--- src/rtl/lbdr_route_ctrl_pkg.sv ---
// ---------------------------------------------------------------------------
// lbdr_route_ctrl_pkg
// Shared constants and types for the LBDR route-computation unit.
//   - flit type encodings (HEADER / BODY / TAIL)
//   - default address width
//   - deroute port encodings
//   - bit indices into the Rxy / Cx vectors and the one-hot port vector
//   - FSM state encodings
//   - configuration bundle type (Rxy, Cx, dr)
// ---------------------------------------------------------------------------
package lbdr_route_ctrl_pkg;

    localparam int AXIS_DEF = 4;

    localparam logic [2:0] HEADER = 3'b001;
    localparam logic [2:0] BODY   = 3'b010;
    localparam logic [2:0] TAIL   = 3'b100;

    // Deroute port encodings; they coincide with the Cx bit indices and the
    // low four bits of the one-hot port vector, so dr can index all three.
    localparam logic [1:0] DR_N = 2'd0;
    localparam logic [1:0] DR_E = 2'd1;
    localparam logic [1:0] DR_W = 2'd2;
    localparam logic [1:0] DR_S = 2'd3;

    // Rxy bit indices
    localparam int R_NE = 0;
    localparam int R_NW = 1;
    localparam int R_EN = 2;
    localparam int R_ES = 3;
    localparam int R_WN = 4;
    localparam int R_WS = 5;
    localparam int R_SE = 6;
    localparam int R_SW = 7;

    // Cx bit indices
    localparam int C_N = 0;
    localparam int C_E = 1;
    localparam int C_W = 2;
    localparam int C_S = 3;

    // One-hot port vector bit indices
    localparam int P_N = 0;
    localparam int P_E = 1;
    localparam int P_W = 2;
    localparam int P_S = 3;
    localparam int P_L = 4;

    // FSM states
    localparam logic [0:0] ST_IDLE = 1'b0;
    localparam logic [0:0] ST_HOLD = 1'b1;

    typedef struct packed {
        logic [7:0] rxy;
        logic [3:0] cx;
        logic [1:0] dr;
    } lbdr_cfg_t;

endpackage

--- src/rtl/lbdr_route_ctrl_comb.sv ---
// ---------------------------------------------------------------------------
// lbdr_route_ctrl_comb
// Purely combinational LBDR route computation: coordinate comparators,
// minimal-path candidates, N>E>W>S priority with local override, and the
// single-port deroute fallback.
// Ports:
//   i_cur_addr  router address (x low half, y high half)
//   i_dst_addr  destination address of the head flit
//   i_cfg       current Rxy / Cx / dr configuration
//   o_sel       one-hot selected port {L,S,W,E,N}, all zero on error
//   o_err       no legal port exists
// ---------------------------------------------------------------------------
module lbdr_route_ctrl_comb
    import lbdr_route_ctrl_pkg::*;
#(
    parameter int AXIS       = AXIS_DEF,
    parameter bit DEROUTE_EN = 1'b1
) (
    input  logic [AXIS-1:0] i_cur_addr,
    input  logic [AXIS-1:0] i_dst_addr,
    input  lbdr_cfg_t       i_cfg,
    output logic [4:0]      o_sel,
    output logic            o_err
);

    localparam int H = AXIS / 2;

    logic [H-1:0] w_x_cur, w_y_cur, w_x_dst, w_y_dst;
    logic         w_n1, w_e1, w_w1, w_s1;
    logic         w_cand_n, w_cand_e, w_cand_w, w_cand_s, w_cand_l;

    assign w_x_cur = i_cur_addr[H-1:0];
    assign w_y_cur = i_cur_addr[AXIS-1:H];
    assign w_x_dst = i_dst_addr[H-1:0];
    assign w_y_dst = i_dst_addr[AXIS-1:H];

    assign w_n1 = w_y_dst < w_y_cur;
    assign w_s1 = w_y_cur < w_y_dst;
    assign w_e1 = w_x_cur < w_x_dst;
    assign w_w1 = w_x_dst < w_x_cur;

    assign w_cand_n = ((w_n1 & ~w_e1 & ~w_w1) | (w_n1 & w_e1 & i_cfg.rxy[R_NE])
                     | (w_n1 & w_w1 & i_cfg.rxy[R_NW])) & i_cfg.cx[C_N];
    assign w_cand_e = ((w_e1 & ~w_n1 & ~w_s1) | (w_e1 & w_n1 & i_cfg.rxy[R_EN])
                     | (w_e1 & w_s1 & i_cfg.rxy[R_ES])) & i_cfg.cx[C_E];
    assign w_cand_w = ((w_w1 & ~w_n1 & ~w_s1) | (w_w1 & w_n1 & i_cfg.rxy[R_WN])
                     | (w_w1 & w_s1 & i_cfg.rxy[R_WS])) & i_cfg.cx[C_W];
    assign w_cand_s = ((w_s1 & ~w_e1 & ~w_w1) | (w_s1 & w_e1 & i_cfg.rxy[R_SE])
                     | (w_s1 & w_w1 & i_cfg.rxy[R_SW])) & i_cfg.cx[C_S];
    assign w_cand_l = ~w_n1 & ~w_e1 & ~w_w1 & ~w_s1;

    // NOTE: every output gets a default before the if-chain so no path leaves
    // it unassigned, which would otherwise infer a latch.
    always_comb begin
        o_sel = '0;
        o_err = 1'b0;
        if (w_cand_l)       o_sel[P_L] = 1'b1;
        else if (w_cand_n)  o_sel[P_N] = 1'b1;
        else if (w_cand_e)  o_sel[P_E] = 1'b1;
        else if (w_cand_w)  o_sel[P_W] = 1'b1;
        else if (w_cand_s)  o_sel[P_S] = 1'b1;
        else if (DEROUTE_EN && i_cfg.cx[i_cfg.dr])
            o_sel[i_cfg.dr] = 1'b1;   // dr encoding matches the port bit index
        else
            o_err = 1'b1;
    end

endmodule

--- src/rtl/lbdr_route_ctrl.sv ---
// ---------------------------------------------------------------------------
// lbdr_route_ctrl
// LBDR route-computation unit for one router input port. Routes each packet
// header to one registered one-hot output request and holds it until the
// tail is granted. Configuration writes during a packet are deferred to the
// packet boundary.
// Ports:
//   clk, rst                      clock, synchronous active-high reset
//   Rxy_rst, Cx_rst, dr_rst       configuration loaded during reset
//   cur_addr_rst                  router address, loaded during reset
//   cfg_we, cfg_Rxy/Cx/dr         run-time configuration write
//   empty, flit_type, dst_addr    head-of-FIFO status
//   grant                         head flit consumed this cycle
//   Nport..Lport                  registered one-hot output request
//   route_err                     registered: head header has no legal port,
//                                 non-header in IDLE, or header missing a tail
// ---------------------------------------------------------------------------
module lbdr_route_ctrl
    import lbdr_route_ctrl_pkg::*;
#(
    parameter int AXIS       = AXIS_DEF,
    parameter bit DEROUTE_EN = 1'b1
) (
    input  logic            clk,
    input  logic            rst,
    input  logic [7:0]      Rxy_rst,
    input  logic [3:0]      Cx_rst,
    input  logic [1:0]      dr_rst,
    input  logic [AXIS-1:0] cur_addr_rst,
    input  logic            cfg_we,
    input  logic [7:0]      cfg_Rxy,
    input  logic [3:0]      cfg_Cx,
    input  logic [1:0]      cfg_dr,
    input  logic            empty,
    input  logic [2:0]      flit_type,
    input  logic [AXIS-1:0] dst_addr,
    input  logic            grant,
    output logic            Nport,
    output logic            Eport,
    output logic            Wport,
    output logic            Sport,
    output logic            Lport,
    output logic            route_err
);

    lbdr_cfg_t       r_cfg;
    lbdr_cfg_t       r_cfg_pend;
    logic            r_pend_vld;
    logic [AXIS-1:0] r_cur_addr;
    logic [0:0]      r_state;
    logic [4:0]      r_port;
    logic            r_err;
    // The routed header may still sit at the FIFO head for a few cycles after
    // routing; it must not be mistaken for a new header missing its tail.
    logic            r_hdr_at_head;

    lbdr_cfg_t  w_cfg_in;
    logic [4:0] w_sel;
    logic       w_sel_err;
    logic       w_is_hdr;
    logic       w_tail_grant;
    logic       w_new_hdr;
    logic       w_leave;

    assign w_cfg_in     = '{rxy: cfg_Rxy, cx: cfg_Cx, dr: cfg_dr};
    assign w_is_hdr     = !empty && (flit_type == HEADER);
    assign w_tail_grant = grant && !empty && (flit_type == TAIL);
    assign w_new_hdr    = w_is_hdr && !r_hdr_at_head;
    // Leaving HOLD is a packet boundary: either the tail was granted or a
    // missing-tail header could not be routed.
    assign w_leave      = (r_state == ST_HOLD)
                        && (w_tail_grant || (w_new_hdr && w_sel_err));

    lbdr_route_ctrl_comb #(
        .AXIS       (AXIS),
        .DEROUTE_EN (DEROUTE_EN)
    ) u_comb (
        .i_cur_addr (r_cur_addr),
        .i_dst_addr (dst_addr),
        .i_cfg      (r_cfg),
        .o_sel      (w_sel),
        .o_err      (w_sel_err)
    );

    // NOTE: all state updates here are non-blocking so every register samples
    // the pre-edge values of the others, independent of statement order.
    always_ff @(posedge clk) begin
        if (rst) begin
            r_cfg         <= '{rxy: Rxy_rst, cx: Cx_rst, dr: dr_rst};
            r_cfg_pend    <= '0;
            r_pend_vld    <= 1'b0;
            r_cur_addr    <= cur_addr_rst;
            r_state       <= ST_IDLE;
            r_port        <= '0;
            r_err         <= 1'b0;
            r_hdr_at_head <= 1'b0;
        end else begin
            case (r_state)
                ST_IDLE: begin
                    // Header evaluated this cycle still sees the old r_cfg.
                    if (cfg_we) r_cfg <= w_cfg_in;
                    r_port <= '0;
                    r_err  <= 1'b0;
                    if (!empty) begin
                        if (flit_type != HEADER) begin
                            r_err <= 1'b1;
                        end else if (w_sel_err) begin
                            r_err <= 1'b1;
                        end else begin
                            r_port        <= w_sel;
                            r_state       <= ST_HOLD;
                            r_hdr_at_head <= ~grant;
                        end
                    end
                end

                ST_HOLD: begin
                    r_err <= 1'b0;
                    if (w_tail_grant) begin
                        r_port  <= '0;
                        r_state <= ST_IDLE;
                    end else if (w_new_hdr) begin
                        // Missing tail: flag it and re-route immediately.
                        r_err         <= 1'b1;
                        r_hdr_at_head <= ~grant;
                        if (w_sel_err) begin
                            r_port  <= '0;
                            r_state <= ST_IDLE;
                        end else begin
                            r_port  <= w_sel;
                        end
                    end else if (grant && !empty) begin
                        r_hdr_at_head <= 1'b0;
                    end

                    // Deferred configuration; a write in the boundary cycle
                    // itself is the most recent and wins.
                    if (w_leave) begin
                        if (cfg_we)          r_cfg <= w_cfg_in;
                        else if (r_pend_vld) r_cfg <= r_cfg_pend;
                        r_pend_vld <= 1'b0;
                    end else if (cfg_we) begin
                        r_cfg_pend <= w_cfg_in;
                        r_pend_vld <= 1'b1;
                    end
                end

                default: r_state <= ST_IDLE;
            endcase
        end
    end

    assign Nport     = r_port[P_N];
    assign Eport     = r_port[P_E];
    assign Wport     = r_port[P_W];
    assign Sport     = r_port[P_S];
    assign Lport     = r_port[P_L];
    assign route_err = r_err;

endmodule

--- config.mk ---
export PLATFORM = sky130hd
export DESIGN_NAME = lbdr_route_ctrl
export DESIGN_NICKNAME = d
export VERILOG_FILES = /design/src/rtl/lbdr_route_ctrl_pkg.sv /design/src/rtl/lbdr_route_ctrl_comb.sv /design/src/rtl/lbdr_route_ctrl.sv
export SDC_FILE = /design/constraint.sdc
export NUM_CORES = 1
export LEC_CHECK = 0
export CAP_MARGIN = 10
export CORE_MARGIN = 2
export CORE_UTILIZATION = 36
export DETAILED_ROUTE_END_ITERATION = 12
export GPL_ROUTABILITY_DRIVEN = 1
export GPL_TIMING_DRIVEN = 0
export PLACE_DENSITY_LB_ADDON = 0.12
export SLEW_MARGIN = 20
export SYNTH_ARGS = -nofsm -noshare
export SYNTH_HDL_FRONTEND = slang
export SYNTH_HIERARCHICAL = 1
export SYNTH_SLANG_ARGS = --single-unit
--- constraint.sdc ---
create_clock -name clk -period 4.06 [get_ports clk]
set_input_delay 1.218 -clock clk [delete_from_list [all_inputs] [get_ports clk]]
set_output_delay 1.218 -clock clk [all_outputs]
set_load 0.1 [all_outputs]
### Yosys cells after proc, flatten, opt, wreduce, memory -nomap -nowiden

Index checks and enable logic that the tools add are counted.

| storage, ports and cells | value |
|---|---|
| bits in registers | 41 |
| output and inout port bits | 6 |

| cells by class | value |
|---|---|
| order comparisons | 7 |
| equal/unequal tests | 12 |
| mux-type cells | 66 |
| bitwise operators | 42 |
| reduce and logical (&&, ||, !) cells | 15 |

Operators by type and width:

| kind | number |
|---|---|
| 2-to-1 mux 14 bit | 5 |
| 2-to-1 mux 5 bit | 10 |
| 2-to-1 mux 1 bit | 33 |
| one-hot mux 14 bit (2 select lines) | 1 |
| bitwise AND 1 bit | 27 |
| 2-to-1 mux 3 bit | 6 |
| 2-to-1 mux 4 bit | 3 |
| one-hot mux 5 bit (2 select lines) | 1 |
| inequality test 3 x 1 -> 1 bit (second input constant) | 3 |
| < comparator 2 bit | 4 |
| inequality test 2 bit (second input constant) | 4 |
| bitwise OR 1 bit | 8 |
| logical AND 1 bit | 7 |
| NOT 1 bit | 7 |
| one-hot mux 1 bit (2 select lines) | 3 |
| AND reduction 3 bit | 2 |
| AND reduction 5 bit | 1 |
| < comparator 2 x 4 -> 1 bit (second input constant) | 1 |
| 2-to-1 mux 2 bit | 2 |
| inequality test 4 bit (second input constant) | 1 |
| == test 3 x 1 -> 1 bit (second input constant) | 1 |
| == test 3 bit (second input constant) | 1 |
| < comparator 2 x 3 -> 1 bit (second input constant) | 1 |
| inequality test 3 x 2 -> 1 bit (second input constant) | 1 |
| 8 further kinds | 9 |

### Logic depth before layout (Yosys ltp)

| depth | value |
|---|---|
| depth after elaboration | 25 |
| depth in mapped cells | 12 |
| gate-level depth less buffers | 11 |

### Cells and area by module

Netlist, hierarchy kept.

Modules (own cells, without submodules):

| module | instances | cells an instance | area each (um^2) | seq. area each (um^2) |
|---|---|---|---|---|
| lbdr_route_ctrl | 1 | 178 | 1946.9 | 1001.0 |
| lbdr_route_ctrl_comb | 1 | 49 | 404.1 | 0.0 |

### Worst setup path before layout

OpenSTA, ideal clock, no wires.

| path | value |
|---|---|
| kind | input to register |
| from | input port dst_addr[3] |
| to | register r_cfg[0] (netlist name), enable pin |
| library setup time | 0.363 ns |
| arrival | 3.492 ns |
| required time | 3.697 ns |
| path slack | 0.205 ns |
| stages on the path | 10 |
| path buffers | 0 |
| path through | inv_1 ha_1 nor2b_4 or2_4 o2111ai_4 nand2b_4 nor4b_2 nand3_1 a21oi_1 or2_1 |

| between the ends | value |
|---|---|
| longest elaborated chain between the ends | 16 |
| elaborated cells between the ends (all ways) | 49 |
| classes of those cells | order compare: 2; eq/ne: 1; mux: 5; bitwise: 37; reduce/logical: 4 |

RTL lines:

| item | line | RTL |
|---|---|---|
| start: declaration | lbdr_route_ctrl.sv:36 | `input logic [AXIS-1:0] dst_addr,` |
| < comparator 2 bit (on tied branches) | lbdr_route_ctrl_comb.sv:38, lbdr_route_ctrl_comb.sv:37 |  |
| bitwise AND 1 bit (tied with other cells) | lbdr_route_ctrl_comb.sv:48 | `assign w_cand_s = ((w_s1 & ~w_e1 & ~w_w1) \| (w_s1 & w_e1 & i_cfg.rxy[R_SE])` |
| bitwise AND 1 bit (on tied branches) | lbdr_route_ctrl_comb.sv:48, lbdr_route_ctrl_comb.sv:46 |  |
| bitwise OR 1 bit / bitwise AND 1 bit (equally long branches) | lbdr_route_ctrl_comb.sv:48, lbdr_route_ctrl_comb.sv:46 |  |
| bitwise OR 1 bit (on tied branches) | lbdr_route_ctrl_comb.sv:49, lbdr_route_ctrl_comb.sv:46 |  |
| bitwise AND 1 bit / bitwise OR 1 bit (equally long branches) | lbdr_route_ctrl_comb.sv:49, lbdr_route_ctrl_comb.sv:47 |  |
| 2-to-1 mux 1 bit / bitwise AND 1 bit (equally long branches) | lbdr_route_ctrl_comb.sv:61, lbdr_route_ctrl_comb.sv:47 |  |
| 2-to-1 mux 1 bit | lbdr_route_ctrl_comb.sv:60 | `else if (w_cand_w) o_sel[P_W] = 1'b1;` |
| 2-to-1 mux 1 bit | lbdr_route_ctrl_comb.sv:59 | `else if (w_cand_e) o_sel[P_E] = 1'b1;` |
| 2-to-1 mux 1 bit | lbdr_route_ctrl_comb.sv:58 | `else if (w_cand_n) o_sel[P_N] = 1'b1;` |
| 2-to-1 mux 1 bit * | lbdr_route_ctrl_comb.sv:57 | `if (w_cand_l) o_sel[P_L] = 1'b1;` |
| net w_sel_err | lbdr_route_ctrl.sv:59 | `logic w_sel_err;` |
| logical AND 1 bit * | lbdr_route_ctrl.sv:72 | `&& (w_tail_grant \|\| (w_new_hdr && w_sel_err));` |
| logical OR 1 bit * | lbdr_route_ctrl.sv:72 |  |
| logical AND 1 bit * | lbdr_route_ctrl.sv:72 |  |
| inequality test 3 x 2 -> 1 bit (no line) * | - |  |
| AND reduction 3 bit (no line) * | - |  |
| end signal: assignment | lbdr_route_ctrl.sv:89 | `r_cfg <= '{rxy: Rxy_rst, cx: Cx_rst, dr: dr_rst};` |
| end signal: assignment | lbdr_route_ctrl.sv:101 | `if (cfg_we) r_cfg <= w_cfg_in;` |
| end signal: assignment | lbdr_route_ctrl.sv:139 | `if (cfg_we) r_cfg <= w_cfg_in;` |
| end: declaration | lbdr_route_ctrl.sv:46 | `lbdr_cfg_t r_cfg;` |

The timed path passes the listed nets; every way through them passes the cells marked *.
A chain may end at the register's enable or synchronous reset.

### Worst setup path in the final report

| path | value |
|---|---|
| from | input port dst_addr[1] |
| to | register r_cfg[8] (netlist name), enable pin |

| between the ends | value |
|---|---|
| longest elaborated chain between the ends | 17 |
| elaborated cells between the ends (all ways) | 49 |
| classes of those cells | order compare: 2; eq/ne: 1; mux: 5; bitwise: 37; reduce/logical: 4 |

RTL lines:

| item | line | RTL |
|---|---|---|
| < comparator 2 bit | lbdr_route_ctrl_comb.sv:39 | `assign w_e1 = w_x_cur < w_x_dst;` |
| NOT 1 bit | lbdr_route_ctrl_comb.sv:42, lbdr_route_ctrl_comb.sv:48, lbdr_route_ctrl_comb.sv:50 |  |
| bitwise AND 1 bit (2 in series) | lbdr_route_ctrl_comb.sv:48 |  |
| bitwise OR 1 bit | lbdr_route_ctrl_comb.sv:48 |  |
| bitwise OR 1 bit | lbdr_route_ctrl_comb.sv:49 | `\| (w_s1 & w_w1 & i_cfg.rxy[R_SW])) & i_cfg.cx[C_S];` |
| bitwise AND 1 bit | lbdr_route_ctrl_comb.sv:49 |  |
| 2-to-1 mux 1 bit | lbdr_route_ctrl_comb.sv:61 | `else if (w_cand_s) o_sel[P_S] = 1'b1;` |
| 2-to-1 mux 1 bit | lbdr_route_ctrl_comb.sv:60 |  |
| 2-to-1 mux 1 bit | lbdr_route_ctrl_comb.sv:59 |  |
| 2-to-1 mux 1 bit | lbdr_route_ctrl_comb.sv:58 |  |
| 2-to-1 mux 1 bit * | lbdr_route_ctrl_comb.sv:57 |  |
| net w_sel_err | lbdr_route_ctrl.sv:59 |  |
| logical AND 1 bit * | lbdr_route_ctrl.sv:72 |  |
| logical OR 1 bit * | lbdr_route_ctrl.sv:72 |  |
| logical AND 1 bit * | lbdr_route_ctrl.sv:72 |  |
| inequality test 3 x 2 -> 1 bit (no line) * | - |  |
| AND reduction 3 bit (no line) * | - |  |

Marks and branches as above.

==> summary.md <==
| Metric | Value |
|---|---|
| Cells after synthesis | `227` |
| Antenna cell count | `0` |
| WS Path Type | `primary input to flip-flop` |
| Synth area leaders | `edfxtp_1 23%, dfxtp_1 20%, mux2i_1 12%` |
| Initial Util | `37.0%` |
| Hold wc startpoint | `r_cfg_pend[1]` |
| Worst Hold Class | `flip-flop to flip-flop` |
| Row count | `29` |
| Top cell type's share of synthesized area | `23.0%` |
| Clk sinks | `41` |
| Maximum VDD drop | `0.173 mV` |
| Root buf cell | `clkbuf_8` |
| Synth Net Count | `275` |
| DP HPWL | `3.83 mm` |
| Worst path top cell family by delay | `simple AND/OR/NAND/NOR gates` |
| Slowest stage cell on the critical path | `nor4b_4` |
| Total gr overflow | `0` |
| Pre-CTS setup slack | `-0.652 ns` |
| Critical R2R Launch | `r_cur_addr[1]` |
| GPL Wtd Cong | `0.773` |
| R2r setup slk | `1.19 ns` |
| Post-synth EDFFs | `18` |
| Cell variety after synth | `50` |
| Worst Setup End Kind | `flip-flop` |
| Post-route antenna net violation count | `0` |
| DRC viols | `0` |
| CTS max path bufs | `2` |
| Mapped cell area | `2350 um^2` |
| Worst EP required | `4.02 ns` |
| WL/cell | `13.5 um` |
| Core Box Area | `6350 um^2` |
| Number of global-route vias before repair | `1726` |
| Final Max Tran Viols | `0` |
| Synth Area per Inst | `10.4 um^2` |
| Minimum hold slack | `0.475 ns` |
| Later-pin clock latency in the skew report | `0.29 ns` |
| Crit path buf inv count | `1` |
| CP Depth | `10` |
| Layout cells sized above 1 | `10.5%` |
| Maxcap violations | `0` |
| Clock-pin slew on the worst setup and hold paths | `0.08 ns` |
| Critical path peak fanout | `14` |
| Slew HR | `35.6%` |
| Endpoints failing hold | `0` |
| Min cycle time layout | `3.85 ns` |
| Global-route wire length before repair | `8.11 mm` |
| FMAX | `260 MHz` |
| Worst Hold Depth | `2` |
| Die area | `7190 um^2` |
| Die width | `84.8 um` |
| Worst reg-to-reg path cell count | `10` |
| Placed Cells incl. Taps | `353` |
| Synth area leader | `edfxtp_1` |
| Worst setup SP type | `primary input` |
| Detailed router's first-iteration violation count | `79` |
| WL final | `4.90 mm` |
| Ys flop type | `dfxtp_1` |
| Cts bufs inserted | `5` |
| Largest net degree at the start of global routing | `15` |
| Final worst setup slack | `0.210 ns` |
| Fin nets | `333` |
| Die Span Y | `84.8 um` |
| Slowest Stage Delay on Critical Path | `0.42 ns` |
| FILL cells | `605` |
| Initial antenna violation count | `0` |
| Reg2reg end | `r_cfg[8]` |
| Crit path arrival time | `3.81 ns` |
| Slew @ Worst Pin | `0.962 ns` |
| H-tree Lvls | `2` |
| Final Setup Violations | `0` |
| Final Cycle Share | `94.8%` |
| Post-synthesis register bit count | `41` |
| Setup TNS | `0 ns` |
| Clk_skew | `0.00894 ns` |
| Post-synthesis sequential area ratio | `42.6%` |
| Outcome | `finished, final reports clean` |
| Synth warn | `6` |
| Total GRT Usage | `14.2%` |
| DR vias | `1798` |
| Final Instance Count excl. Fillers | `363` |
| Crit-path cells | `clkdlybuf4s50_1, ha_1, and2b_1, a2bb2oi_1, o2111ai_1, nand2_1, nor4b_4, nand3_1, a21oi_1, or2_2` |
| Power Density | `308 nW/um^2` |
| Syn-to-layout area delta | `29.9%` |
| Vias/cell | `4.95` |
| Async set-or-reset flop fraction in the synthesized netlist | `0%` |
| Count of port buffers added during placement | `49` |
| CTS tree | `built` |
| RSZ-0062 raised after global routing | `false` |
| First-pass DRT Iterations | `4` |
| Leakage power | `1.19 nW` |
| Top-level I/O count | `50` |
| Worst hold endpoint | `r_cfg_pend[1]` |
## cell type report
type	count	area, um^2	area share, %
Tap cell	77	96.3	3.16
Buffer	12	70.1	2.30
Inverter	10	37.5	1.23
Multi-Input combinational cell	164	1250	41.0
Clock buffer	6	82.6	2.70
Timing Repair Buffer	51	505	16.6
Sequential cell	41	1000	32.8
Clock inverter	2	8.76	0.287
## worst max-delay path by stage
stage           startpoint        to  slack, ns
6_report       dst_addr[1]  r_cfg[8]       0.21
5_1_grt        dst_addr[1]  r_cfg[9]       0.06
4_1_cts        dst_addr[3]  r_cfg[8]       0.08
3_5_place_dp   dst_addr[3]  r_cfg[9]      -0.65
3_3_place_gp   dst_addr[3]  r_cfg[8]      -0.62
2_1_floorplan  dst_addr[3]  r_cfg[0]       0.20
## synthesized netlist by cell type, types with 2 or more instances
cell	n
nor3b_1	3
a211oi_1	3
nor4b_2	2
buf_2	2
nand2_1	20
nor3_1	5
ha_1	4
clkbuf_1	7
edfxtp_1	18
inv_1	9
a21oi_1	8
a22o_1	5
nand3_1	3
dfxtp_1	23
o21ai_1	15
nor2_1	5
nand2b_1	30
o21ai_0	5
a41oi_1	2
mux2i_1	28
## registers in the layout, summed over array words and instances (netlist names)
signal / count
r_port: 5
r_hdr_at_head: 1
route_err: 1
r_pend_vld: 1
r_cfg: 14
r_cfg_pend: 14
r_cur_addr: 4
r_state: 1
## kinds of logic after synthesis
group / Yosys count / share of synthesized area, %
adders and majority gates: 4 / 2.13
muxes: 29 / 12.9
and+or+nand+nor: 83 / 23.0
DFF: 41 / 42.6
AOI/OAI and AO/OA: 48 / 14.8
buffers and inverters: 22 / 4.58
## worst reg2reg max path: cells and delay by family, from the launching register on
kind / cells / cell delay [ns]
buf+inv: 1 / 0.04
compound gates: 3 / 0.55
flops: 1 / 0.32
simple gates: 5 / 1.34
fa+ha+maj: 1 / 0.31
## cells in the final DEF (no fill, tap or decap), types with 3 or more instances in the layout
cell type,n
a211oi_1,3
a21oi_1,8
a22o_1,5
buf_4,3
clkbuf_1,7
clkbuf_8,6
clkdlybuf4s50_1,49
dfxtp_1,23
edfxtp_1,18
ha_1,4
inv_1,9
mux2i_1,28
nand2_1,20
nand2b_1,30
nand3_1,3
nor2_1,5
nor3_1,5
nor3b_1,3
o21ai_0,5
o21ai_1,15
## per-layer routing
layer / global-route usage [%] / share of wire (%) / vias up
li1: - / - / 933
met1: 19.2 / 49 / 833
met2: 22.8 / 47 / 30
met3: 3.79 / 3.0 / 2
met4: 3.90 / 0.61 / 0
met5: 0 / 0 / -
## power by group
part / leakage (nW) / switching [W] / internal, W
sequential: 0.370 / 0.0000115 / 0.000453
clock: 0.0486 / 0.000138 / 0.000135
combinational: 0.769 / 0.0000962 / 0.000106
## stage by stage
step | total power (W) | area, um^2 | util [%]
6_report | 0.000940 | 3050 | 48.1
5_1_grt | 0.000996 | 3050 | 48.1
3_3_place_gp | 0.000666 | 2940 | 46.3
3_5_place_dp | 0.000666 | 2940 | 46.3
2_1_floorplan | 0.000588 | 2350 | -
4_1_cts | 0.000949 | 3040 | 47.8
## what timing repair did
action / 4_1_cts / 5_1_grt
buffers inserted: 0 / 2
setup endpoints to repair: 24 / 14
hold endpoints to repair: 0 / 0
hold buffers: 0 / 0
gates resized for setup: 2 / 0
pin swaps: 0 / 1
Note: power is estimated with default switching activity, not from simulation.
